===== config.mk =====
export PLATFORM = sky130hd
export DESIGN_NAME = link_table_order_arbiter_flat
export DESIGN_NICKNAME = d
export VERILOG_FILES = /design/src/rtl/link_table_order_arbiter_if.sv /design/src/rtl/link_table_order_arbiter.sv /design/src/flat_wrapper.sv
export SDC_FILE = /design/constraint.sdc
export NUM_CORES = 1
export LEC_CHECK = 0
export ABC_AREA = 1
export BUFFER_PORTS_ARGS = -buffer_cell sky130_fd_sc_hd__buf_2
export CAP_MARGIN = 10
export CORE_AREA = 2 2 119 121
export CTS_CLUSTER_SIZE = 24
export DETAILED_ROUTE_END_ITERATION = 7
export DIE_AREA = 0 0 121 123
export PLACE_DENSITY = 0.8
export SLEW_MARGIN = 10
export SYNTH_ARGS = -nofsm -noshare
export SYNTH_HDL_FRONTEND = slang
export SYNTH_SLANG_ARGS = --single-unit

===== constraint.sdc =====
create_clock -name clk -period 2.9 [get_ports clk]
set_clock_uncertainty 0.15 [all_clocks]
set_input_delay 0.435 -clock clk [delete_from_list [all_inputs] [get_ports clk]]
set_output_delay 0.435 -clock clk [all_outputs]
set_load 0.05 [all_outputs]

===== src/rtl/link_table_order_arbiter_if.sv =====
// Requester-side and manager-side buses of the link table order arbiter.
// slave is the arbiter's view; master is the surrounding requesters and manager.
interface link_table_order_arbiter_if #(
    parameter int REQ_NUM     = 4,
    parameter int ADDR_WIDTH  = 16,
    parameter int DATA_WIDTH  = 16,
    parameter int TABLE_WIDTH = 8
);
    logic [REQ_NUM-1:0]             req_valid;
    logic [REQ_NUM-1:0]             req_busy;
    logic [2*REQ_NUM-1:0]           req_type;
    logic [TABLE_WIDTH*REQ_NUM-1:0] req_table;
    logic [ADDR_WIDTH*REQ_NUM-1:0]  req_node;
    logic [DATA_WIDTH*REQ_NUM-1:0]  req_data;
    logic [REQ_NUM-1:0]             rsp_valid;
    logic [REQ_NUM-1:0]             rsp_busy;
    logic [DATA_WIDTH-1:0]          rsp_data;
    logic                           mgr_order_valid;
    logic                           mgr_order_busy;
    logic [1:0]                     mgr_order_type;
    logic [TABLE_WIDTH-1:0]         mgr_order_table;
    logic [ADDR_WIDTH-1:0]          mgr_order_node;
    logic [DATA_WIDTH-1:0]          mgr_order_data;
    logic                           mgr_dout_valid;
    logic                           mgr_dout_busy;
    logic [DATA_WIDTH-1:0]          mgr_dout_data;

    modport slave (
        input  req_valid, req_type, req_table, req_node, req_data,
        output req_busy,
        output rsp_valid, rsp_data,
        input  rsp_busy,
        output mgr_order_valid, mgr_order_type, mgr_order_table,
        output mgr_order_node, mgr_order_data,
        input  mgr_order_busy,
        input  mgr_dout_valid, mgr_dout_data,
        output mgr_dout_busy
    );

    modport master (
        output req_valid, req_type, req_table, req_node, req_data,
        input  req_busy,
        input  rsp_valid, rsp_data,
        output rsp_busy,
        input  mgr_order_valid, mgr_order_type, mgr_order_table,
        input  mgr_order_node, mgr_order_data,
        output mgr_order_busy,
        output mgr_dout_valid, mgr_dout_data,
        input  mgr_dout_busy
    );
endinterface


===== src/rtl/link_table_order_arbiter.sv =====
// Round-robin sharing of one link table manager order port between requesters,
// one order in flight, with saturating done/fail statistics.
module link_table_order_arbiter #(
    parameter int REQ_NUM     = 4,
    parameter int ADDR_WIDTH  = 16,
    parameter int DATA_WIDTH  = 16,
    parameter int TABLE_WIDTH = 8,
    parameter int CNT_WIDTH   = 16,
    localparam int GW = (REQ_NUM > 1) ? $clog2(REQ_NUM) : 1
) (
    input  logic                 clk,
    input  logic                 rst,
    link_table_order_arbiter_if.slave bus,
    output logic [GW-1:0]        grant_id,
    output logic [CNT_WIDTH-1:0] done_count,
    output logic [CNT_WIDTH-1:0] fail_count
);
    localparam logic [1:0] IDLE  = 2'd0;
    localparam logic [1:0] ISSUE = 2'd1;
    localparam logic [1:0] WAIT  = 2'd2;
    localparam logic [1:0] RESP  = 2'd3;
    localparam logic [1:0] READ  = 2'b11;

    logic [1:0]             state;
    logic [GW-1:0]          rr_ptr;
    logic [GW-1:0]          idx;
    logic [GW-1:0]          winner;
    logic                   found;
    logic [REQ_NUM-1:0]     win_oh;
    logic [REQ_NUM-1:0]     grant_oh;
    logic                   own_busy;
    logic [1:0]             sel_type;
    logic [TABLE_WIDTH-1:0] sel_table;
    logic [ADDR_WIDTH-1:0]  sel_node;
    logic [DATA_WIDTH-1:0]  sel_data;
    logic                   accept;
    logic                   rsp_done;

    // Search from rr_ptr upward, wrapping, so the last owner goes to the back.
    always_comb begin
        found  = 1'b0;
        winner = '0;
        idx    = '0;
        for (int k = 0; k < REQ_NUM; k++) begin
            idx = GW'((int'(rr_ptr) + k) % REQ_NUM);
            if (!found && |(bus.req_valid & (REQ_NUM'(1) << idx))) begin
                found  = 1'b1;
                winner = idx;
            end
        end
    end

    always_comb begin
        win_oh    = '0;
        grant_oh  = '0;
        sel_type  = '0;
        sel_table = '0;
        sel_node  = '0;
        sel_data  = '0;
        for (int i = 0; i < REQ_NUM; i++) begin
            win_oh[i]   = (winner == GW'(i));
            grant_oh[i] = (grant_id == GW'(i));
            if (winner == GW'(i)) begin
                sel_type  = bus.req_type[i*2 +: 2];
                sel_table = bus.req_table[i*TABLE_WIDTH +: TABLE_WIDTH];
                sel_node  = bus.req_node[i*ADDR_WIDTH +: ADDR_WIDTH];
                sel_data  = bus.req_data[i*DATA_WIDTH +: DATA_WIDTH];
            end
        end
    end

    assign accept        = (state == IDLE) && found;
    assign bus.req_busy  = accept ? ~win_oh : '1;
    assign bus.mgr_dout_busy = (state != WAIT);
    assign own_busy      = |(bus.rsp_busy & grant_oh);
    assign rsp_done      = (state == RESP) && !own_busy;

    always_ff @(posedge clk) begin
        if (rst) begin
            state               <= IDLE;
            rr_ptr              <= '0;
            grant_id            <= '0;
            bus.mgr_order_valid <= 1'b0;
            bus.mgr_order_type  <= '0;
            bus.mgr_order_table <= '0;
            bus.mgr_order_node  <= '0;
            bus.mgr_order_data  <= '0;
            bus.rsp_valid       <= '0;
            bus.rsp_data        <= '0;
            done_count          <= '0;
            fail_count          <= '0;
        end else begin
            unique case (state)
                IDLE: if (accept) begin
                    bus.mgr_order_type  <= sel_type;
                    bus.mgr_order_table <= sel_table;
                    bus.mgr_order_node  <= sel_node;
                    bus.mgr_order_data  <= sel_data;
                    grant_id            <= winner;
                    bus.mgr_order_valid <= 1'b1;
                    state               <= ISSUE;
                end
                ISSUE: if (!bus.mgr_order_busy) begin
                    bus.mgr_order_valid <= 1'b0;
                    state               <= WAIT;
                end
                WAIT: if (bus.mgr_dout_valid) begin
                    bus.rsp_data  <= bus.mgr_dout_data;
                    bus.rsp_valid <= grant_oh;
                    state         <= RESP;
                end
                RESP: if (rsp_done) begin
                    bus.rsp_valid <= '0;
                    rr_ptr        <= (grant_id == GW'(REQ_NUM - 1)) ? '0 : grant_id + 1'b1;
                    state         <= IDLE;
                    if (done_count != '1)
                        done_count <= done_count + 1'b1;
                    // A zero reply to a write-type order means the manager hit a fatal case.
                    if (bus.mgr_order_type != READ && bus.rsp_data == '0 && fail_count != '1)
                        fail_count <= fail_count + 1'b1;
                end
                default: state <= IDLE;
            endcase
        end
    end
endmodule


===== src/flat_wrapper.sv =====
// flat-port wrapper written by rule: the top's interface ports become plain ports
module link_table_order_arbiter_flat 
#(
    parameter int REQ_NUM     = 4,
    parameter int ADDR_WIDTH  = 16,
    parameter int DATA_WIDTH  = 16,
    parameter int TABLE_WIDTH = 8,
    parameter int CNT_WIDTH   = 16,
    localparam int GW = (REQ_NUM > 1) ? $clog2(REQ_NUM) : 1
)
  (clk, rst, grant_id, done_count, fail_count, bus_req_valid, bus_req_type, bus_req_table, bus_req_node, bus_req_data, bus_req_busy, bus_rsp_valid, bus_rsp_data, bus_rsp_busy, bus_mgr_order_valid, bus_mgr_order_type, bus_mgr_order_table, bus_mgr_order_node, bus_mgr_order_data, bus_mgr_order_busy, bus_mgr_dout_valid, bus_mgr_dout_data, bus_mgr_dout_busy);
  link_table_order_arbiter_if #(.REQ_NUM(REQ_NUM), .ADDR_WIDTH(ADDR_WIDTH), .DATA_WIDTH(DATA_WIDTH), .TABLE_WIDTH(TABLE_WIDTH)) bus_i ();
  input  logic clk;
  input  logic rst;
  output logic [GW-1:0] grant_id;
  output logic [CNT_WIDTH-1:0] done_count;
  output logic [CNT_WIDTH-1:0] fail_count;
  input wire logic [$bits(bus_i.req_valid)-1:0] bus_req_valid;
  input wire logic [$bits(bus_i.req_type)-1:0] bus_req_type;
  input wire logic [$bits(bus_i.req_table)-1:0] bus_req_table;
  input wire logic [$bits(bus_i.req_node)-1:0] bus_req_node;
  input wire logic [$bits(bus_i.req_data)-1:0] bus_req_data;
  output wire logic [$bits(bus_i.req_busy)-1:0] bus_req_busy;
  output wire logic [$bits(bus_i.rsp_valid)-1:0] bus_rsp_valid;
  output wire logic [$bits(bus_i.rsp_data)-1:0] bus_rsp_data;
  input wire logic [$bits(bus_i.rsp_busy)-1:0] bus_rsp_busy;
  output wire logic [$bits(bus_i.mgr_order_valid)-1:0] bus_mgr_order_valid;
  output wire logic [$bits(bus_i.mgr_order_type)-1:0] bus_mgr_order_type;
  output wire logic [$bits(bus_i.mgr_order_table)-1:0] bus_mgr_order_table;
  output wire logic [$bits(bus_i.mgr_order_node)-1:0] bus_mgr_order_node;
  output wire logic [$bits(bus_i.mgr_order_data)-1:0] bus_mgr_order_data;
  input wire logic [$bits(bus_i.mgr_order_busy)-1:0] bus_mgr_order_busy;
  input wire logic [$bits(bus_i.mgr_dout_valid)-1:0] bus_mgr_dout_valid;
  input wire logic [$bits(bus_i.mgr_dout_data)-1:0] bus_mgr_dout_data;
  output wire logic [$bits(bus_i.mgr_dout_busy)-1:0] bus_mgr_dout_busy;
  assign bus_i.req_valid = bus_req_valid;
  assign bus_i.req_type = bus_req_type;
  assign bus_i.req_table = bus_req_table;
  assign bus_i.req_node = bus_req_node;
  assign bus_i.req_data = bus_req_data;
  assign bus_req_busy = bus_i.req_busy;
  assign bus_rsp_valid = bus_i.rsp_valid;
  assign bus_rsp_data = bus_i.rsp_data;
  assign bus_i.rsp_busy = bus_rsp_busy;
  assign bus_mgr_order_valid = bus_i.mgr_order_valid;
  assign bus_mgr_order_type = bus_i.mgr_order_type;
  assign bus_mgr_order_table = bus_i.mgr_order_table;
  assign bus_mgr_order_node = bus_i.mgr_order_node;
  assign bus_mgr_order_data = bus_i.mgr_order_data;
  assign bus_i.mgr_order_busy = bus_mgr_order_busy;
  assign bus_i.mgr_dout_valid = bus_mgr_dout_valid;
  assign bus_i.mgr_dout_data = bus_mgr_dout_data;
  assign bus_mgr_dout_busy = bus_i.mgr_dout_busy;
  link_table_order_arbiter #(.REQ_NUM(REQ_NUM), .ADDR_WIDTH(ADDR_WIDTH), .DATA_WIDTH(DATA_WIDTH), .TABLE_WIDTH(TABLE_WIDTH), .CNT_WIDTH(CNT_WIDTH)) u_core (.clk(clk), .rst(rst), .bus(bus_i), .grant_id(grant_id), .done_count(done_count), .fail_count(fail_count));
endmodule

## After elaboration in Yosys (flattened, before gate mapping)

Index checks and enable logic that the tools add are counted.

| storage, ports and cells | value |
|---|---|
| latch bits | 0 |
| flip-flop bits (word level) | 101 |
| memory bits (writable) | 0 |
| memory bits (read-only) | 0 |
| memories kept | 0 |

| cells by class | value |
|---|---|
| $mul | 0 |
| shifts and indexed selects | 4 |
| magnitude comparators | 0 |
| bitwise logic cells | 6 |
| equality and inequality tests | 17 |
| $add $sub $neg | 6 |
| div/mod/pow operators | 0 |
| multiplexer cells | 37 |
| reduce and logical (&&, ||, !) cells | 30 |

Operators by type and width:

| kind | number |
|---|---|
| 16-bit 2-to-1 mux | 8 |
| 16-bit by 1-bit adder with 16-bit output, second input constant | 2 |
| 8-bit 2-to-1 mux | 4 |
| 16-bit inequality test, second input constant | 2 |
| 2-bit 2-to-1 mux | 13 |
| 4-bit AND | 5 |
| 4-bit OR reduction | 5 |
| 16-bit logical NOT | 1 |
| 1-bit by 2-bit << shifter with 4-bit output, first input constant | 4 |
| 2-bit == test, second input constant | 6 |
| 4-bit 2-to-1 mux | 3 |
| 3-bit AND reduction | 4 |
| 2-bit inequality test, second input constant | 4 |
| 2-bit case mux with 4 select lines | 1 |
| 4-bit case mux with 2 select lines | 1 |
| 1-bit logical AND | 7 |
| 2-bit by 1-bit == test with 1-bit output, second input constant | 3 |
| 2-bit logical NOT | 3 |
| 1-bit 2-to-1 mux | 6 |
| 2-bit AND reduction | 3 |
| 2-bit by 1-bit adder with 2-bit output, second input constant | 2 |
| 2-bit adder, second input constant | 2 |
| 1-bit logical NOT | 4 |
| 2-bit by 1-bit inequality test with 1-bit output, second input constant | 2 |
| 4 further kinds | 5 |

## Longest topological paths before layout

Gate-level depths: netlist (run 1).

| logic depth | value |
|---|---|
| depth after elaboration | 18 |
| mapped depth | 17 |
| depth with buffers taken out | 16 |

## Least setup slack after synthesis (run 1)

Ideal clock, no wire load.

| timing | value |
|---|---|
| kind | register -> output |
| from | register u_core.rr_ptr[1] |
| to | output bus_req_busy[2] |
| arrival | 2,073 ps |
| path slack | 242 ps |
| cell stages (with the launch flop) | 14 |
| cell sequence | dfxtp_1 inv_1 ha_1 nand2_1 nand2_2 nor2_4 nand3_4 nor2_4 nand2_4 nand2_8 nand2_1 inv_2 buf_4 nand2_1 |

| on the way | value |
|---|---|
| word-level cells in the longest chain between the ends | 16 |

RTL lines:

| item | RTL line | source |
|---|---|---|
| from (decl) | link_table_order_arbiter.sv:25 | `logic [GW-1:0] rr_ptr;` |
| from (signal assigned) | link_table_order_arbiter.sv:114 | `rr_ptr <= (grant_id == GW'(REQ_NUM - 1)) ? '0 : grant_id + 1'b1;` |
| branches (longest 15 deep; another with 2-bit by 1-bit adder with 2-bit output) | - |  |
| 4-bit 2-to-1 mux (*) | link_table_order_arbiter.sv:73 | `assign bus.req_busy = accept ? ~win_oh : '1;` |
| to (decl) | flat_wrapper.sv:23 | `output wire logic [$bits(bus_i.req_busy)-1:0] bus_req_busy;` |

Every way passes the cells marked *.

## Worst setup path in the final report (run 1)

| timing | value |
|---|---|
| from | register u_core.rr_ptr[0] |
| to | output bus_req_busy[3] |

The elaborated chain is that of the path after synthesis.

==> flow_summary_export.csv, run 1 <==
group,metric,value,unit
run_status,outcome,"completed",
cells_and_area,nets,1498,
cells_and_area,final_layout_size_suffix_gt1_share,31.7,%
setup_path,worstReg2RegStart,"u_core.rr_ptr[0]",
pwr,power_density,980,nW/µm²
floorplan,start_util,46.7,%
floorplan,die-height,123,µm
pwr,pwr-share-comb,60.0,%
pwr,seq_power_share,24.0,%
setup_path,required,2.32,ns
route,first_pass_iters,5,
route,drc,0,
yosys,synth_cells,992,
cts,cts_root_buf,"clkbuf_16",
global_route,grt_max_degree,52,
global_route,track_usage,26.9,%
placement,gp_congestion,0.896,
floorplan,core,13600,µm²
route,routed_wl,20400,µm
sta,fmax,356,MHz
hold_path,holdPathEnd,"u_core.bus.rsp_data[10]",
cts,htree_levels,3,
yosys,synth_top_area_share,31.8,%
yosys,yosysTopAreaCell,"dfxtp_1",
route,vias_per_cell,5.07,
yosys,synth-async-reset-ratio,0,%
yosys,seq_area_frac_synth,31.8,%
setup_path,rrSetupSlack,0.21,ns
sta,relSlewSlack,60.0,%
setup_path,reg2reg_depth,18,
yosys,synth_area_per_cell,6.41,µm²
hold_path,hold_depth,3,
yosys,synth-edff-count,0,
global_route,grt_pass1_vias,6784,
run,drv_cap,0,
placement,dpl.hpwl,15500,µm
cts,cts-buffers-inserted,9,
floorplan,fp-row-count,43,
setup_path,r2r_end,"u_core.bus.mgr_order_node[13]",
placement,port-buffer-count,297,
yosys,ys_warn_count,0,
global_route,grt_antenna_before_repair,2,
setup_path,start_kind,"flop",
yosys,synth_nets,1203,
cts,clock_sinks,101,
yosys,synth_seq_cells,101,
placement,dpl_cell_area,7970,µm²
sta,fin_crit_sh,96.8,%
pwr,power,8340,µW
cells_and_area,postLayoutCellArea,8510,µm²
hold_path,hold_start,"bus_mgr_dout_data[10]",
setup_path,critPathArrivalTime,2.22,ns
floorplan,io_pins,298,
pwr,power_switching,4300,µW
yosys,ys_top_cells_by_area,"dfxtp_1 32%, nand2_1 16%, nor2_1 8.0%, nand3_1 7.5%, inv_1 5.0%",
cts,clockBufferDepth,2,
pwr,pwr-share-clk,16.0,%
setup_path,critPathKind,"flop to output pin",
sta,setup_viol,0,
sta,layout_min_cycle_time,2.81,ns
sta,drv_slew,0,
pwr,switching_share,51.5,%
yosys,dominantRegCellSynth,"dfxtp_1",
cts,insertion_delay,0.35,ns
setup_path,end_kind,"output pin",
pwr,internal_power,4040,µW
yosys,synth_area,6360,µm²
yosys,yosysUniqueCellTypes,45,
floorplan,die_x,121,µm
pwr,p_leak,0.00430,µW
floorplan,die-area,14900,µm²
cts,clkTransAtPathRegs,0.07,ns
route,dr_total_vias,7470,
sta,hold_viol_final,0,
cells_and_area,synthToLayoutAreaGrowth,33.9,%
hold_path,hold_class,"input pin to flop",
setup_path,worstPathMaxFanout,7,
yosys,synth_commonest_cells,"269 x nand2_1, 135 x nor2_1, 101 x dfxtp_1",
pwr,ir_drop,0.000587,V
route,wire_per_inst,13.8,µm
sta,tightestPinTransition,0.600,ns
cells_and_area,nFillCells,1281,
global_route,grt_pass1_wl,32100,µm
global_route,overflow,0,
cts,tritoncts,"built",
route,ant_nets,0,
route,drtIter0Drc,429,
yosys,synth_most_common_cell,"nand2_1",
registers in the layout, indices dropped and copies added (netlist names):
register	count
u_core.done_count	16
u_core.bus.rsp_valid	4
u_core.bus.mgr_order_node	16
u_core.rr_ptr	2
u_core.bus.mgr_order_valid	1
u_core.bus.rsp_data	16
u_core.fail_count	16
u_core.bus.mgr_order_type	2
u_core.state	2
u_core.bus.mgr_order_table	8
u_core.bus.mgr_order_data	16
u_core.grant_id	2
critical path: stages, from the launching register on:
cell and delay (ns):
dfxtp_2 0.34, buf_6 0.14, ha_4 0.17, nand2_2 0.07, nand2_4 0.08, nor2_8 0.15, buf_6 0.13, nand3_2 0.09
nand2_4 0.11, nor2_8 0.06, nand2_8 0.11, nand2_8 0.08, nor2_4 0.12, inv_1 0.07, buf_6 0.15
per-layer routing:
layer | global-route usage, % | vias to the layer above | part of all wire [%]
met1 | 32.0 | 3345 | 41
met2 | 45.8 | 281 | 49
li1 | - | 3791 | -
met4 | 14.7 | 0 | 4.0
met3 | 5.40 | 53 | 6.6
met5 | 0 | - | 0
worst max path at each step:
stage | start | end | depth (start not counted)
2_1_floorplan | u_core.rr_ptr[1] | bus_req_busy[2] | 13
3_3_place_gp | u_core.rr_ptr[0] | bus_req_busy[1] | 11
3_5_place_dp | u_core.rr_ptr[0] | bus_req_busy[1] | 11
4_1_cts | u_core.rr_ptr[0] | bus_req_busy[3] | 14
5_1_grt | u_core.rr_ptr[0] | bus_req_busy[3] | 12
6_report | u_core.rr_ptr[0] | bus_req_busy[3] | 14
logic make-up after synthesis:
logic type | after synthesis | synth area share, %
AO/OA/AOI/OAI | 148 | 12.6
XOR/XNOR | 9 | 1.24
adder cells (fa/ha/maj) | 15 | 2.95
buffers and inverters | 136 | 9.58
flip-flops | 101 | 31.8
AND/OR/NAND/NOR | 583 | 41.8
cell type report:
type                       instances  area (µm²)  area share [%]
sequential                       101        2020            23.8
inverter                          91         347            4.07
timing repair buffer             329        1760            20.6
tap                              180         225            2.65
antenna                            2        5.00          0.0588
clock buffer                      12         256            3.01
clock inverter                     4        70.1           0.823
multi-input combinational        755        3830            45.0
stage by stage:
| stage | utilization, % | worst slack (ns) | std cells | TNS (ns) | hold WS, ns |
|---|---|---|---|---|---|
| floorplan | - | 0.242 | 992 | 0 | 0.323 |
| global placement | 58.5 | 0.237 | 1445 | 0 | 0.298 |
| detailed placement | 58.5 | 0.173 | 1445 | 0 | 0.305 |
| CTS | 61.5 | -0.0389 | 1466 | -0.0797 | 0.171 |
| global route | 62.6 | -0.0140 | 1474 | -0.0140 | 0.192 |
| finish | 62.6 | 0.0927 | 1474 | 0 | 0.182 |
cell usage in the layout (no fill, tap or decap), types with 3 or more instances in the layout:
cell         n
buf_2      293
nand2_1    262
nor2_1     134
dfxtp_1     99
nand3_1     95
inv_1       82
a21oi_1     62
o21ai_0     56
buf_4       31
nand3b_1    16
nand4_1     15
o21ai_1     15
nand2_2     13
nor3_1      11
ha_1        11
clkbuf_16    9
nor2_4       8
inv_2        7
nand2_4      6
a21oi_2      6
xnor2_1      5
buf_6        5
nor4_1       4
xor2_1       4
ha_4         4
nand3_2      3
nor2_2       3
a31oi_1      3
timing repair:
item | CTS | global route
resized for setup | 13 | 22
setup buffers | 5 | 6
hold buffers | 0 | 0
pin swaps | 4 | 7
setup endpoints to repair | 4 | 4
power by group through the flow:
stage	clock network [µW]	logic (µW)	registers, µW
2_1_floorplan	0	2570	3150
3_3_place_gp	0	4770	2010
3_5_place_dp	0	4810	2010
4_1_cts	1360	4920	1990
5_1_grt	1410	5480	2040
6_report	1340	5010	2000
(Power assumes the default switching activity.)
==> run 2, diff against run 1 <==
--- a/config.mk
+++ b/config.mk
@@ -5,14 +5,14 @@
 export SDC_FILE = /design/constraint.sdc
 export NUM_CORES = 1
 export LEC_CHECK = 0
-export ABC_AREA = 1
+export ABC_AREA = 0
 export BUFFER_PORTS_ARGS = -buffer_cell sky130_fd_sc_hd__buf_2
 export CAP_MARGIN = 10
-export CORE_AREA = 2 2 119 121
+export CORE_AREA = 2 2 123 125
 export CTS_CLUSTER_SIZE = 24
 export DETAILED_ROUTE_END_ITERATION = 7
-export DIE_AREA = 0 0 121 123
-export PLACE_DENSITY = 0.8
+export DIE_AREA = 0 0 125 127
+export PLACE_DENSITY = 0.81
 export SLEW_MARGIN = 10
 export SYNTH_ARGS = -nofsm -noshare
 export SYNTH_HDL_FRONTEND = slang
==> flow_summary_export.csv, run 2 <==
group,metric,value,unit
run_status,outcome,"finished, violations left",
cells_and_area,layout_common_cells,"293 x buf_2, 152 x nor2_1, 97 x dfxtp_1",
floorplan,die-area,15900,µm²
floorplan,die-height,127,µm
pwr,power_switching,3750,µW
sta,relSlewSlack,45.7,%
sta,tightestPinTransition,0.815,ns
sta,drv_slew,0,
pwr,pwr-share-clk,16.7,%
yosys,ys_warn_count,0,
setup_path,start_kind,"flop",
hold_path,hold_class,"input pin to flop",
floorplan,die_x,125,µm
cts,insertion_delay,0.36,ns
pwr,pwr-share-comb,57.4,%
floorplan,fp-row-count,44,
pwr,ir_drop,0.000540,V
pwr,power,7470,µW
cts,clockBufferDepth,2,
floorplan,core,14400,µm²
floorplan,start_util,48.8,%
route,wire_per_inst,16.9,µm
yosys,synth_area_per_cell,7.43,µm²
setup_path,critPathKind,"flop to output pin",
placement,dpl.hpwl,17100,µm
route,dr_total_vias,8427,
yosys,yosysTopAreaCell,"dfxtp_1",
placement,place_ws,0.142,ns
yosys,seq_area_frac_synth,28.7,%
yosys,synth_xor_area_share,2.86,%
cts,clkTransAtPathRegs,0.08,ns
global_route,track_usage,28.2,%
sta,hold_viol_final,0,
cts,tritoncts,"built",
placement,dpl.cell_count,1377,
global_route,grt_pass1_vias,7631,
cts,cts-buffers-inserted,9,
setup_path,required,2.32,ns
yosys,ys_top_cells_by_area,"dfxtp_1 29%, nor2_1 8.1%, or3_1 5.6%, mux2i_1 4.3%, clkbuf_1 4.1%",
run,drv_cap,0,
yosys,synth_compound_area_share,27.0,%
pwr,switching_share,50.2,%
sta,layout_min_cycle_time,2.98,ns
yosys,synth_fa_ha_area_share,2.67,%
cells_and_area,nets,1420,
sta,setup_viol,4,
cts,htree_levels,3,
global_route,grt_max_degree,96,
yosys,synth-async-reset-ratio,0,%
sta,setup_ws,-0.0799,ns
yosys,synth_seq_cells,101,
cells_and_area,final_core_util,64.5,%
sta,fin_crit_sh,103,%
pwr,seq_power_share,26.0,%
yosys,synth-simple-area-share,26.7,%
yosys,synth_cells,947,
route,drtIter0Drc,607,
cells_and_area,fin_cells,1398,
yosys,synth_commonest_cells,"152 x nor2_1, 101 x dfxtp_1, 77 x clkbuf_1",
setup_path,end_kind,"output pin",
cells_and_area,mostFrequentLayoutCell,"buf_2",
sta,fmax,336,MHz
cts,cts_root_buf,"clkbuf_16",
global_route,grt_antenna_before_repair,2,
yosys,yosysUniqueCellTypes,54,
yosys,muxShareOfSynthArea,4.43,%
cts,holdBufCountCts,0,
route,first_pass_iters,6,
route,top_layer,"met5",
route,vias_per_cell,6.03,
yosys,synth_top_family_by_area,"compound AO/OA/AOI/OAI gates",
sta,rsz0062_at_grt,"true",
yosys,synth_most_common_cell,"nor2_1",
global_route,grt_pass1_wl,37300,µm
route,ant_nets,0,
floorplan,io_pins,298,
yosys,synth-edff-count,0,
setup_path,worstPathMaxFanout,4,
yosys,synth_top_area_share,28.7,%
cells_and_area,synthToLayoutAreaGrowth,32.3,%
pwr,internal_power,3730,µW
pwr,p_leak,0.00403,µW
pwr,power_density,803,nW/µm²
route,wl_met3,2050,µm
route,met1_length,9660,µm
global_route,overflow,0,
cts,clock_sinks,101,
run_status,violations,"negative setup slack",
yosys,synth_nets,1158,
route,routed_wl,23600,µm
placement,port-buffer-count,297,
yosys,synth_area,7040,µm²
cells_and_area,n_antenna_cell,0,
cells_and_area,final_layout_size_suffix_gt1_share,32.5,%
yosys,dominantRegCellSynth,"dfxtp_1",
route,wl_met2,11200,µm
setup_path,critPathArrivalTime,2.39,ns
placement,gp_congestion,0.937,
route,drc,0,
-- run 2: cell types whose count changed in the layout (fill, tap and decap cells not counted), moves of 35 or more --
cell,before,now
nand2_1,262,67
nand3_1,95,15
or3_1,0,63
o21ai_0,56,10
inv_1,82,40
a22oi_1,0,35
-- run 2: timing repair --
| item | CTS | global route |
|---|---|---|
| setup buffers | 3 | 2 |
| setup endpoints to repair | 4 | 4 |
| pin swaps | 2 | 6 |
| resized for setup | 12 | 9 |
-- run 2: metrics by stage --
step | setup TNS, ns | hold slack, ns | instance area [µm²]
after floorplan | -0.0298 | 0.361 | 7170
after global placement | 0 | 0.289 | 8880
after detailed placement | 0 | 0.297 | 8880
after CTS | -0.269 | 0.144 | 9260
after global routing | -0.585 | 0.150 | 9310
final | -0.219 | 0.160 | 9310
-- run 2: layout make-up --
type,instances,area (µm²)
Fill cell,1288,5120
Multi-Input combinational cell,711,4610
Sequential cell,101,2030
Timing Repair Buffer,345,1960
Tap cell,184,230
Clock buffer,9,225
Inverter,41,159
Clock inverter,7,91.3
-- run 2: worst max-delay path: stages (launching register included) --
cell and delay (ns):
dfxtp_4 0.39, clkinv_4 0.07, ha_4 0.17, a22o_1 0.26, a211o_1 0.31, a21o_1 0.22, a211oi_4 0.28, buf_6 0.16
nand2_8 0.04, buf_12 0.14
-- run 2: worst paths after layout --
check | depth (start not counted) | end | slack, ns | from
worst max-delay path | 9 | bus_req_busy[2] | -0.08 | u_core.rr_ptr[0]
worst min-delay path | 3 | u_core.bus.rsp_data[12] | 0.16 | bus_mgr_dout_data[12]
worst max register to register | 11 | u_core.bus.mgr_order_data[7] | 0.19 | u_core.rr_ptr[0]
worst min register to register | 2 | u_core.bus.mgr_order_node[13] | 0.31 | u_core.bus.mgr_order_node[13]
-- run 2: layer usage --
metal,global-route usage (%),up-vias
met5,0,-
met3,6.20,60
met4,10.5,2
li1,-,4051
met1,36.0,3885
met2,46.9,429
-- run 2: cells by family after synthesis --
family | after synthesis
mux | 31
xor+xnor | 23
simple gates | 392
buf+inv | 135
flops | 101
fa+ha+maj | 15
compound gates | 250
-- run 2: power groups by stage --
stage	clock network, µW	registers [µW]	logic, µW
final	1250	1940	4290
after global routing	1320	1980	4600
after CTS	1280	1940	4240
after detailed placement	0	1960	4180
after global placement	0	1960	4140
after floorplan	0	2970	1990
